$ cat src/rtl/multicycle_controller.sv
// -----------------------------------------------------------------------------
// multicycle_controller
//
// Main sequencing FSM of the multicycle RV32I core. Each instruction is walked
// through fetch / decode / execute / memory / writeback states; in every state
// the controller drives the datapath enables and mux selects for that step and
// the 2-bit ALUOp consumed by alu_decoder. FETCH, MEMREAD and MEMWRITE stall on
// the single-cycle mem_ready handshake.
//
// Ports:
//   clk        in  1  sole clock, rising edge
//   reset      in  1  synchronous, active-high; forces every output to 0
//   op         in  7  opcode field of the instruction register
//   zero       in  1  ALU zero flag (branch condition)
//   mem_ready  in  1  memory completed the current access this cycle
//   PCWrite    out 1  PC register enable
//   AdrSrc     out 1  memory address select (0 = PC, 1 = ALUOut)
//   MemWrite   out 1  memory write strobe
//   IRWrite    out 1  instruction register / OldPC enable
//   RegWrite   out 1  register file write enable
//   ResultSrc  out 2  result mux (00 ALUOut, 01 Data, 10 ALUResult)
//   ALUSrcA    out 2  ALU A select (00 PC, 01 OldPC, 10 RD1)
//   ALUSrcB    out 2  ALU B select (00 RD2, 01 ImmExt, 10 constant 4)
//   ALUOp      out 2  to alu_decoder (00 add, 01 sub, 10 funct-decoded)
//   ImmSrc     out 2  immediate format (00 I, 01 S, 10 B, 11 J)
//   illegal    out 1  one-cycle pulse in DECODE on an unsupported opcode
//   state      out 4  current state, for debug
// -----------------------------------------------------------------------------
module multicycle_controller (
    input  logic       clk,
    input  logic       reset,
    input  logic [6:0] op,
    input  logic       zero,
    input  logic       mem_ready,
    output logic       PCWrite,
    output logic       AdrSrc,
    output logic       MemWrite,
    output logic       IRWrite,
    output logic       RegWrite,
    output logic [1:0] ResultSrc,
    output logic [1:0] ALUSrcA,
    output logic [1:0] ALUSrcB,
    output logic [1:0] ALUOp,
    output logic [1:0] ImmSrc,
    output logic       illegal,
    output logic [3:0] state
);

    typedef enum logic [3:0] {
        S_FETCH    = 4'd0,
        S_DECODE   = 4'd1,
        S_MEMADR   = 4'd2,
        S_MEMREAD  = 4'd3,
        S_MEMWB    = 4'd4,
        S_MEMWRITE = 4'd5,
        S_EXECUTER = 4'd6,
        S_ALUWB    = 4'd7,
        S_EXECUTEI = 4'd8,
        S_JAL      = 4'd9,
        S_BEQ      = 4'd10
    } state_t;

    localparam logic [6:0] OP_LW   = 7'b0000011;
    localparam logic [6:0] OP_SW   = 7'b0100011;
    localparam logic [6:0] OP_RTYP = 7'b0110011;
    localparam logic [6:0] OP_IALU = 7'b0010011;
    localparam logic [6:0] OP_JAL  = 7'b1101111;
    localparam logic [6:0] OP_BEQ  = 7'b1100011;

    state_t state_r;
    state_t state_next_s;

    // Immediate format is a pure function of the opcode, independent of state.
    function automatic logic [1:0] imm_src_f(input logic [6:0] opcode);
        logic [1:0] imm;
        case (opcode)
            OP_LW:   imm = 2'b00;
            OP_IALU: imm = 2'b00;
            OP_SW:   imm = 2'b01;
            OP_BEQ:  imm = 2'b10;
            OP_JAL:  imm = 2'b11;
            default: imm = 2'b00;
        endcase
        return imm;
    endfunction

    // State register; reset loads FETCH on the first edge it is sampled high.
    always_ff @(posedge clk) begin
        if (reset) begin
            state_r <= S_FETCH;
        end else begin
            state_r <= state_next_s;
        end
    end

    // Next-state and Moore outputs; reset overrides everything so an
    // instruction in flight (e.g. a pending store) never strobes.
    always_comb begin
        state_next_s = S_FETCH;
        PCWrite      = 1'b0;
        AdrSrc       = 1'b0;
        MemWrite     = 1'b0;
        IRWrite      = 1'b0;
        RegWrite     = 1'b0;
        ResultSrc    = 2'b00;
        ALUSrcA      = 2'b00;
        ALUSrcB      = 2'b00;
        ALUOp        = 2'b00;
        ImmSrc       = 2'b00;
        illegal      = 1'b0;
        state        = 4'd0;

        if (reset) begin
            state_next_s = S_FETCH;
        end else begin
            state  = state_r;
            ImmSrc = imm_src_f(op);
            case (state_r)
                S_FETCH: begin
                    // PC+4 computed on the ALU and written straight back.
                    ALUSrcB   = 2'b10;
                    ResultSrc = 2'b10;
                    IRWrite   = mem_ready;
                    PCWrite   = mem_ready;
                    if (mem_ready) begin
                        state_next_s = S_DECODE;
                    end else begin
                        state_next_s = S_FETCH;
                    end
                end
                S_DECODE: begin
                    // OldPC + imm precomputes the branch/jump target.
                    ALUSrcA = 2'b01;
                    ALUSrcB = 2'b01;
                    case (op)
                        OP_LW:   state_next_s = S_MEMADR;
                        OP_SW:   state_next_s = S_MEMADR;
                        OP_RTYP: state_next_s = S_EXECUTER;
                        OP_IALU: state_next_s = S_EXECUTEI;
                        OP_JAL:  state_next_s = S_JAL;
                        OP_BEQ:  state_next_s = S_BEQ;
                        default: begin
                            state_next_s = S_FETCH;
                            illegal      = 1'b1;
                        end
                    endcase
                end
                S_MEMADR: begin
                    ALUSrcA = 2'b10;
                    ALUSrcB = 2'b01;
                    // op[5] separates sw (1) from lw (0).
                    if (op[5]) begin
                        state_next_s = S_MEMWRITE;
                    end else begin
                        state_next_s = S_MEMREAD;
                    end
                end
                S_MEMREAD: begin
                    AdrSrc = 1'b1;
                    if (mem_ready) begin
                        state_next_s = S_MEMWB;
                    end else begin
                        state_next_s = S_MEMREAD;
                    end
                end
                S_MEMWB: begin
                    ResultSrc    = 2'b01;
                    RegWrite     = 1'b1;
                    state_next_s = S_FETCH;
                end
                S_MEMWRITE: begin
                    // Write strobe held for the whole wait on mem_ready.
                    AdrSrc   = 1'b1;
                    MemWrite = 1'b1;
                    if (mem_ready) begin
                        state_next_s = S_FETCH;
                    end else begin
                        state_next_s = S_MEMWRITE;
                    end
                end
                S_EXECUTER: begin
                    ALUSrcA      = 2'b10;
                    ALUSrcB      = 2'b00;
                    ALUOp        = 2'b10;
                    state_next_s = S_ALUWB;
                end
                S_EXECUTEI: begin
                    ALUSrcA      = 2'b10;
                    ALUSrcB      = 2'b01;
                    ALUOp        = 2'b10;
                    state_next_s = S_ALUWB;
                end
                S_ALUWB: begin
                    ResultSrc    = 2'b00;
                    RegWrite     = 1'b1;
                    state_next_s = S_FETCH;
                end
                S_JAL: begin
                    // Jump target already in ALUOut; ALU forms OldPC+4 as link.
                    ALUSrcA      = 2'b01;
                    ALUSrcB      = 2'b10;
                    ResultSrc    = 2'b00;
                    PCWrite      = 1'b1;
                    state_next_s = S_ALUWB;
                end
                S_BEQ: begin
                    ALUSrcA      = 2'b10;
                    ALUSrcB      = 2'b00;
                    ALUOp        = 2'b01;
                    ResultSrc    = 2'b00;
                    PCWrite      = zero;
                    state_next_s = S_FETCH;
                end
                default: begin
                    // Unreachable encodings: all strobes low, recover to FETCH.
                    state_next_s = S_FETCH;
                end
            endcase
        end
    end

endmodule
$ cat config.mk
export PLATFORM = sky130hd
export DESIGN_NAME = multicycle_controller
export DESIGN_NICKNAME = d
export VERILOG_FILES = /design/src/rtl/multicycle_controller.sv
export SDC_FILE = /design/constraint.sdc
export NUM_CORES = 1
export LEC_CHECK = 0
export CORE_MARGIN = 2
export CORE_UTILIZATION = 42
export DETAILED_ROUTE_END_ITERATION = 6
export PLACE_DENSITY = 0.89
export SLEW_MARGIN = 20
export SYNTH_ARGS = -nofsm -noshare
export SYNTH_HDL_FRONTEND = slang
export SYNTH_SLANG_ARGS = --single-unit
export TNS_END_PERCENT = 20
$ cat constraint.sdc
create_clock -name clk -period 3.75 [get_ports clk]
set_input_delay 1.125 -clock clk [delete_from_list [all_inputs] [get_ports clk]]
set_output_delay 1.125 -clock clk [all_outputs]
set_load 0.01 [all_outputs]
==> out/qor.csv, run 1 <==
metric;value;unit
CP max stage cell;clkdlybuf4s50_1;
Critical Path, Cell by Cell;dlygate4sd2_1 -> or3_1 -> nor3_1 -> clkdlybuf4s50_1;
diodes inserted;0;
initial core utilization;45.9;%
Core Box Area;1320;um2
I/O pin count;31;
top cells by area, synth;dfxtp_1, nor3_1, nor2b_1, a21oi_1, nor2_1;
Max-Slew Margin vs Limit;63.8;%
Crit Reg-Reg Startpoint;state_r[1];
clock skew;2.12;ps
die area;1760;um2
Async SR Flop Fraction;0;%
IO Port Bufs;30;
overall die width;41.9;um
status;completed;
family with the most delay on the worst path;buffers and inverters;
count of final max-slew check failures;0;
Largest regs;state_r (4);
first-pass GRT wire length;3080;um
HP Start;state_r[0];
root buffer cell;clkbuf_4;
CP arrival;2520;ps
R2R Setup Slk;2140;ps
DR DRC count;0;
GRT overflow;0;
vias;824;
Synth Flop Type;dfxtp_1;
CTS sink cnt;4;
max frequency;275;MHz
setup TNS;0;ps
number of global-route vias before repair;699;
WL per Instance;12.8;um
worst hold margin;753;ps
Die Y;41.9;um
CTS clk-pin slew, worst paths;30;ps
Yosys top cell area share;13.3;%
post_cts resized;5;
nets@finish;139;
worst r2r dst;state_r[0];
worst min path class;reg2reg;
area delta synth->final;62.7;%
gp weighted congestion;0.814;
row count;13;
Reg2Reg Depth;4;
Hold Path Sink;state_r[3];
Crit path buffers/inverters;2;
number of setup buffers added after CTS;0;
Cells on Worst Hold Path;3;
number of max-cap violations;0;
Pwr Total;155;uW
ANT nets after route;0;
yosys warns;0;
Yosys top cell by area;dfxtp_1;
CP max FO;5;
maximum root-to-sink buffer count;2;
Clock Latency Late Sink;230;ps
crit path launch type;input port;
critical path class;in2out;
number of synthesized flops with an enable pin;0;
All-Layer GR Usage;21.6;%
peak supply drop;131;uV
DP HPWL;1460;um
Syn Nets;102;
most flop-heavy register;state_r;
post-synthesis sequential area ratio;13.3;%
1st-pass router iterations;4;
RSZ-0062 raised after global routing;false;
endpoints failing setup;0;
routed vias/inst;5.84;
iteration-0 DRC count of the detailed router;14;
power density over the cells;157;nW/um2
CTS H-Tree Depth;1;
Leakage;0.363;nW
Mapped Cells;91;
Worst setup EP type;primary output;
number of distinct library cells after synthesis;35;
worst-margin pin slew;543;ps
# hold bufs at CTS;0;
average cell area after synthesis;6.64;um2
total CTS buffers;3;
initial antenna violation count;0;
total routed wirelength;1800;um
share of layout cells above drive strength 1;11.9;%
period utilization;97.1;%
max incr delay on CP;570;ps
Mapped Area;604;um2
Largest register FFs;4;
min cycle time layout;3640;ps
Hold Fails Final Rpt;0;
largest net degree at the start of global routing;19;
number of synthesized register bits;4;
Core Util, Final;74.6;%
fill cell count;108;
TritonCTS clock tree;built;
Critical Path RT;2620;ps
-- how the worst max path moves through the flow --
stage | from | to | cells after the start
2_1_floorplan | reset | IRWrite | 3
3_3_place_gp | op[2] | ImmSrc[0] | 4
3_5_place_dp | zero | PCWrite | 5
4_1_cts | reset | RegWrite | 4
5_1_grt | op[3] | illegal | 6
6_report | reset | ResultSrc[0] | 4
-- kinds of logic (layout without fill, tap and decap cells) --
group | after synthesis | count (layout) | synth area share, %
and+or+nand+nor | 49 | 49 | 48.4
AOI/OAI and AO/OA | 26 | 26 | 28.6
buffers and inverters | 10 | 45 | 6.83
xor gates and xnor gates | 2 | 2 | 2.90
DFF | 4 | 4 | 13.3
-- synth_stat cells, types with 2 or more instances --
master and count:
a2111oi_0 3, a211oi_1 3, a21oi_1 7, a31oi_1 3, and2_1 2, and3_1 2, buf_2 3, clkbuf_1 4
dfxtp_1 4, inv_1 2, nand2_1 5, nand2b_1 4, nor2_1 7, nor2b_1 6, nor3_1 8, nor4bb_1 2
o21ai_0 4, o21bai_1 2, or3_1 4
-- worst reg2reg max path: cells and delay by family (launching register included) --
family / cells / cell delay, ps
DFF: 1 / 450
and+or+nand+nor: 3 / 910
AOI/OAI and AO/OA: 1 / 170
-- final cells by class --
type / count / area, um2 / share of cell area (%)
Tap cell: 15 / 18.8 / 1.91
Sequential cell: 4 / 80.1 / 8.14
Clock buffer: 3 / 22.5 / 2.29
Timing Repair Buffer: 40 / 372 / 37.8
Multi-Input combinational cell: 77 / 483 / 49.1
Inverter: 2 / 7.51 / 0.763
-- stage by stage --
| step | setup WS, ps | cell area (um2) | std cells |
|---|---|---|---|
| floorplan | 578 | 604 | 91 |
| global placement | -115 | 965 | 138 |
| detailed placement | -156 | 965 | 138 |
| CTS | 76.9 | 981 | 141 |
| global route | 3.79 | 983 | 141 |
| finish | 110 | 983 | 141 |
-- cell usage in the layout, fill, tap and decap left out, drive strengths merged, types with 2 or more instances in the layout --
master         synthesis  layout
clkdlybuf4s50          0      24
buf                    4      10
nor3                   8       8
nor2                   7       7
a21oi                  7       7
nor2b                  6       6
nand2                  5       5
dlygate4sd2            0       5
or3                    5       5
nand2b                 5       5
o21ai                  4       4
dfxtp                  4       4
a211oi                 3       3
a2111oi                3       3
a31oi                  3       3
clkbuf                 4       3
and2                   2       2
inv                    2       2
and3                   2       2
nor4bb                 2       2
o21bai                 2       2
-- metal layers --
metal  share of wire, %  wire length, um  up-vias  track usage (%)
li1                   -                -      419                -
met1                 42              756      371             27.1
met2                 51              925       30             38.4
met3                5.0               90        4             1.74
met4                1.6               29        0             7.10
met5                  0                0        -                0
-- power by group --
| part | internal (mW) | total [mW] | switching, mW |
|---|---|---|---|
| Combinational | 0.0326 | 0.0575 | 0.0249 |
| Sequential | 0.0437 | 0.0458 | 0.00216 |
| Clock | 0.0357 | 0.0513 | 0.0156 |
No activity file was read; power rests on OpenSTA's default activity.
==> run 2, diff against run 1 <==
Settings changed: SKIP_LAST_GASP from default to 1.
==> run 2 against run 1 <==
Against the previous run: the flow now finishes with violations (negative setup slack); power is 0.32% higher; clock power hardly changed; via count is 0.36% lower; flip-flop and latch count stayed put; cell count stayed put; clock skew hardly changed; fmax is 6.6% lower; hold slack better by 3.3 ps; clock-buffer cell count stayed put; critical endpoint is now ImmSrc[0]; largest power group unchanged.
==> out/qor.csv, run 2 (synthesized netlist as in run 1, its figures left out) <==
metric;value;unit;change
IO Port Bufs;30;;unchanged
Hold Fails Final Rpt;0;;unchanged
number of global-route vias before repair;699;;unchanged
diodes inserted;0;;unchanged
Largest register FFs;4;;unchanged
failing checks;negative setup slack;;
initial core utilization;45.9;%;unchanged
ANT nets after route;0;;unchanged
DP HPWL;1460;um;unchanged
Placement Cell Area;965;um2;unchanged
Largest regs;state_r (4);;unchanged
All-Layer GR Usage;21.6;%;unchanged
number of max-cap violations;0;;unchanged
setup ws final;-146;ps;was 110 ps
vias;821;;was 824
RSZ-0062 raised after global routing;true;;was false
CP max FO;5;;unchanged
number of setup buffers added after CTS;0;;unchanged
Cells on Worst Hold Path;3;;unchanged
overall die width;41.9;um;unchanged
gp weighted congestion;0.814;;unchanged
first-pass GRT wire length;3080;um;unchanged
largest net degree at the start of global routing;19;;unchanged
Leakage;0.346;nW;was 0.363 nW
R2R Setup Slk;2140;ps;about the same
status;complete, but fails checks;;was completed
min cycle time layout;3900;ps;was 3640 ps
area delta synth->final;63.4;%;was 62.7%
total CTS buffers;3;;unchanged
worst r2r dst;state_r[0];;unchanged
final non-filler cell total;141;;unchanged
root buffer cell;clkbuf_4;;unchanged
clock skew;2.05;ps;was 2.12 ps
power density over the cells;157;nW/um2;about the same
Worst setup EP type;primary output;;unchanged
count of final max-slew check failures;0;;unchanged
period utilization;104;%;was 97.1%
most flop-heavy register;state_r;;unchanged
total routed wirelength;1820;um;was 1800 um
Clock Latency Late Sink;230;ps;about the same
TritonCTS clock tree;built;;unchanged
WL per Instance;12.9;um;was 12.8 um
critical path class;in2out;;unchanged
peak supply drop;131;uV;about the same
I/O pin count;31;;unchanged
max frequency;257;MHz;was 275 MHz
CTS H-Tree Depth;1;;unchanged
GRT overflow;0;;unchanged
CP arrival;2770;ps;was 2520 ps
most frequent cells in the layout;clkdlybuf4s50_1, buf_4, nor3_1;;unchanged
placed insts;138;;unchanged
nets@finish;139;;unchanged
share of layout cells above drive strength 1;11.9;%;unchanged
fin area;987;um2;was 983 um2
1st-pass router iterations;4;;unchanged
Core Util, Final;74.9;%;was 74.6%
fill cell count;106;;was 108
Core Box Area;1320;um2;unchanged
CTS clk-pin slew, worst paths;30;ps;about the same
worst setup path start;op[2];;was reset
crit path launch type;input port;;unchanged
most common cell after layout, fill and taps aside;clkdlybuf4s50_1;;unchanged
Max-Slew Margin vs Limit;63.9;%;was 63.8%
pre-CTS setup slack;-156;ps;unchanged
# hold bufs at CTS;0;;unchanged
DR DRC count;0;;unchanged
row count;13;;unchanged
worst-margin pin slew;541;ps;was 543 ps
Critical Path RT;2620;ps;about the same
Crit Reg-Reg Startpoint;state_r[1];;unchanged
routed vias/inst;5.82;;was 5.84
initial antenna violation count;0;;unchanged
iteration-0 DRC count of the detailed router;14;;unchanged
Die Y;41.9;um;unchanged
CTS sink cnt;4;;unchanged
Reg2Reg Depth;4;;unchanged
endpoints failing setup;2;;was 0
Worst setup endpoint;ImmSrc[0];;was ResultSrc[0]
die area;1760;um2;unchanged
maximum root-to-sink buffer count;2;;unchanged
worst min path class;reg2reg;;unchanged
run 2: cell count changes in the layout (fill, tap and decap cells not counted):
| cell | before | now |
|---|---|---|
| clkdlybuf4s50_1 | 24 | 27 |
| dlygate4sd2_1 | 5 | 2 |
run 2: power breakdown:
group / switching (mW) / total [mW] / leakage, nW / internal [mW]
combinational: 0.0250 / 0.0580 / 0.299 / 0.0330
sequential: 0.00218 / 0.0458 / 0.0325 / 0.0437
clock: 0.0156 / 0.0512 / 0.0138 / 0.0357
total: 0.0427 / 0.155 / 0.346 / 0.112
run 2: worst min-delay path by stage:
stage,end,startpoint
after floorplan,state_r[3],state_r[0]
after global placement,state_r[3],state_r[0]
after detailed placement,state_r[3],state_r[0]
after CTS,state_r[3],state_r[0]
after global routing,state_r[3],state_r[0]
final,state_r[3],state_r[0]
run 2: layout make-up:
type / count / area [um2] / area share, %
clock buffers: 3 / 22.5 / 2.28
well taps: 15 / 18.8 / 1.90
multi-input cells: 77 / 483 / 48.9
inverters: 2 / 7.51 / 0.760
repair buffers: 40 / 375 / 38.0
flip-flops and latches: 4 / 80.1 / 8.11
run 2: per-stage QoR:
step	TNS, ps	hold slack [ps]	total power [mW]
6_report	-208	757	0.155
5_1_grt	-376	792	0.164
4_1_cts	-367	758	0.156
3_5_place_dp	-997	751	0.105
3_3_place_gp	-455	741	0.104
2_1_floorplan	0	593	0.0711
run 2: metal layers:
| metal | up-vias | GRT usage (%) | routed length [um] |
|---|---|---|---|
| met5 | - | 0 | 0 |
| met4 | 0 | 7.10 | 29 |
| li1 | 418 | - | - |
| met3 | 4 | 1.74 | 76 |
| met2 | 27 | 38.4 | 928 |
| met1 | 372 | 27.1 | 783 |
run 2: timing repair:
action | CTS | global route
endpoints found under the setup margin | 11 | 4
resized for setup | 2 | 1
cloned | 0 | 0
hold endpoints to repair | 0 | 0
run 2: worst max-delay path: stages:
cell and delay, ps:
clkdlybuf4s50_1 460, or3_1 380, a211oi_1 230, clkdlybuf4s50_1 580
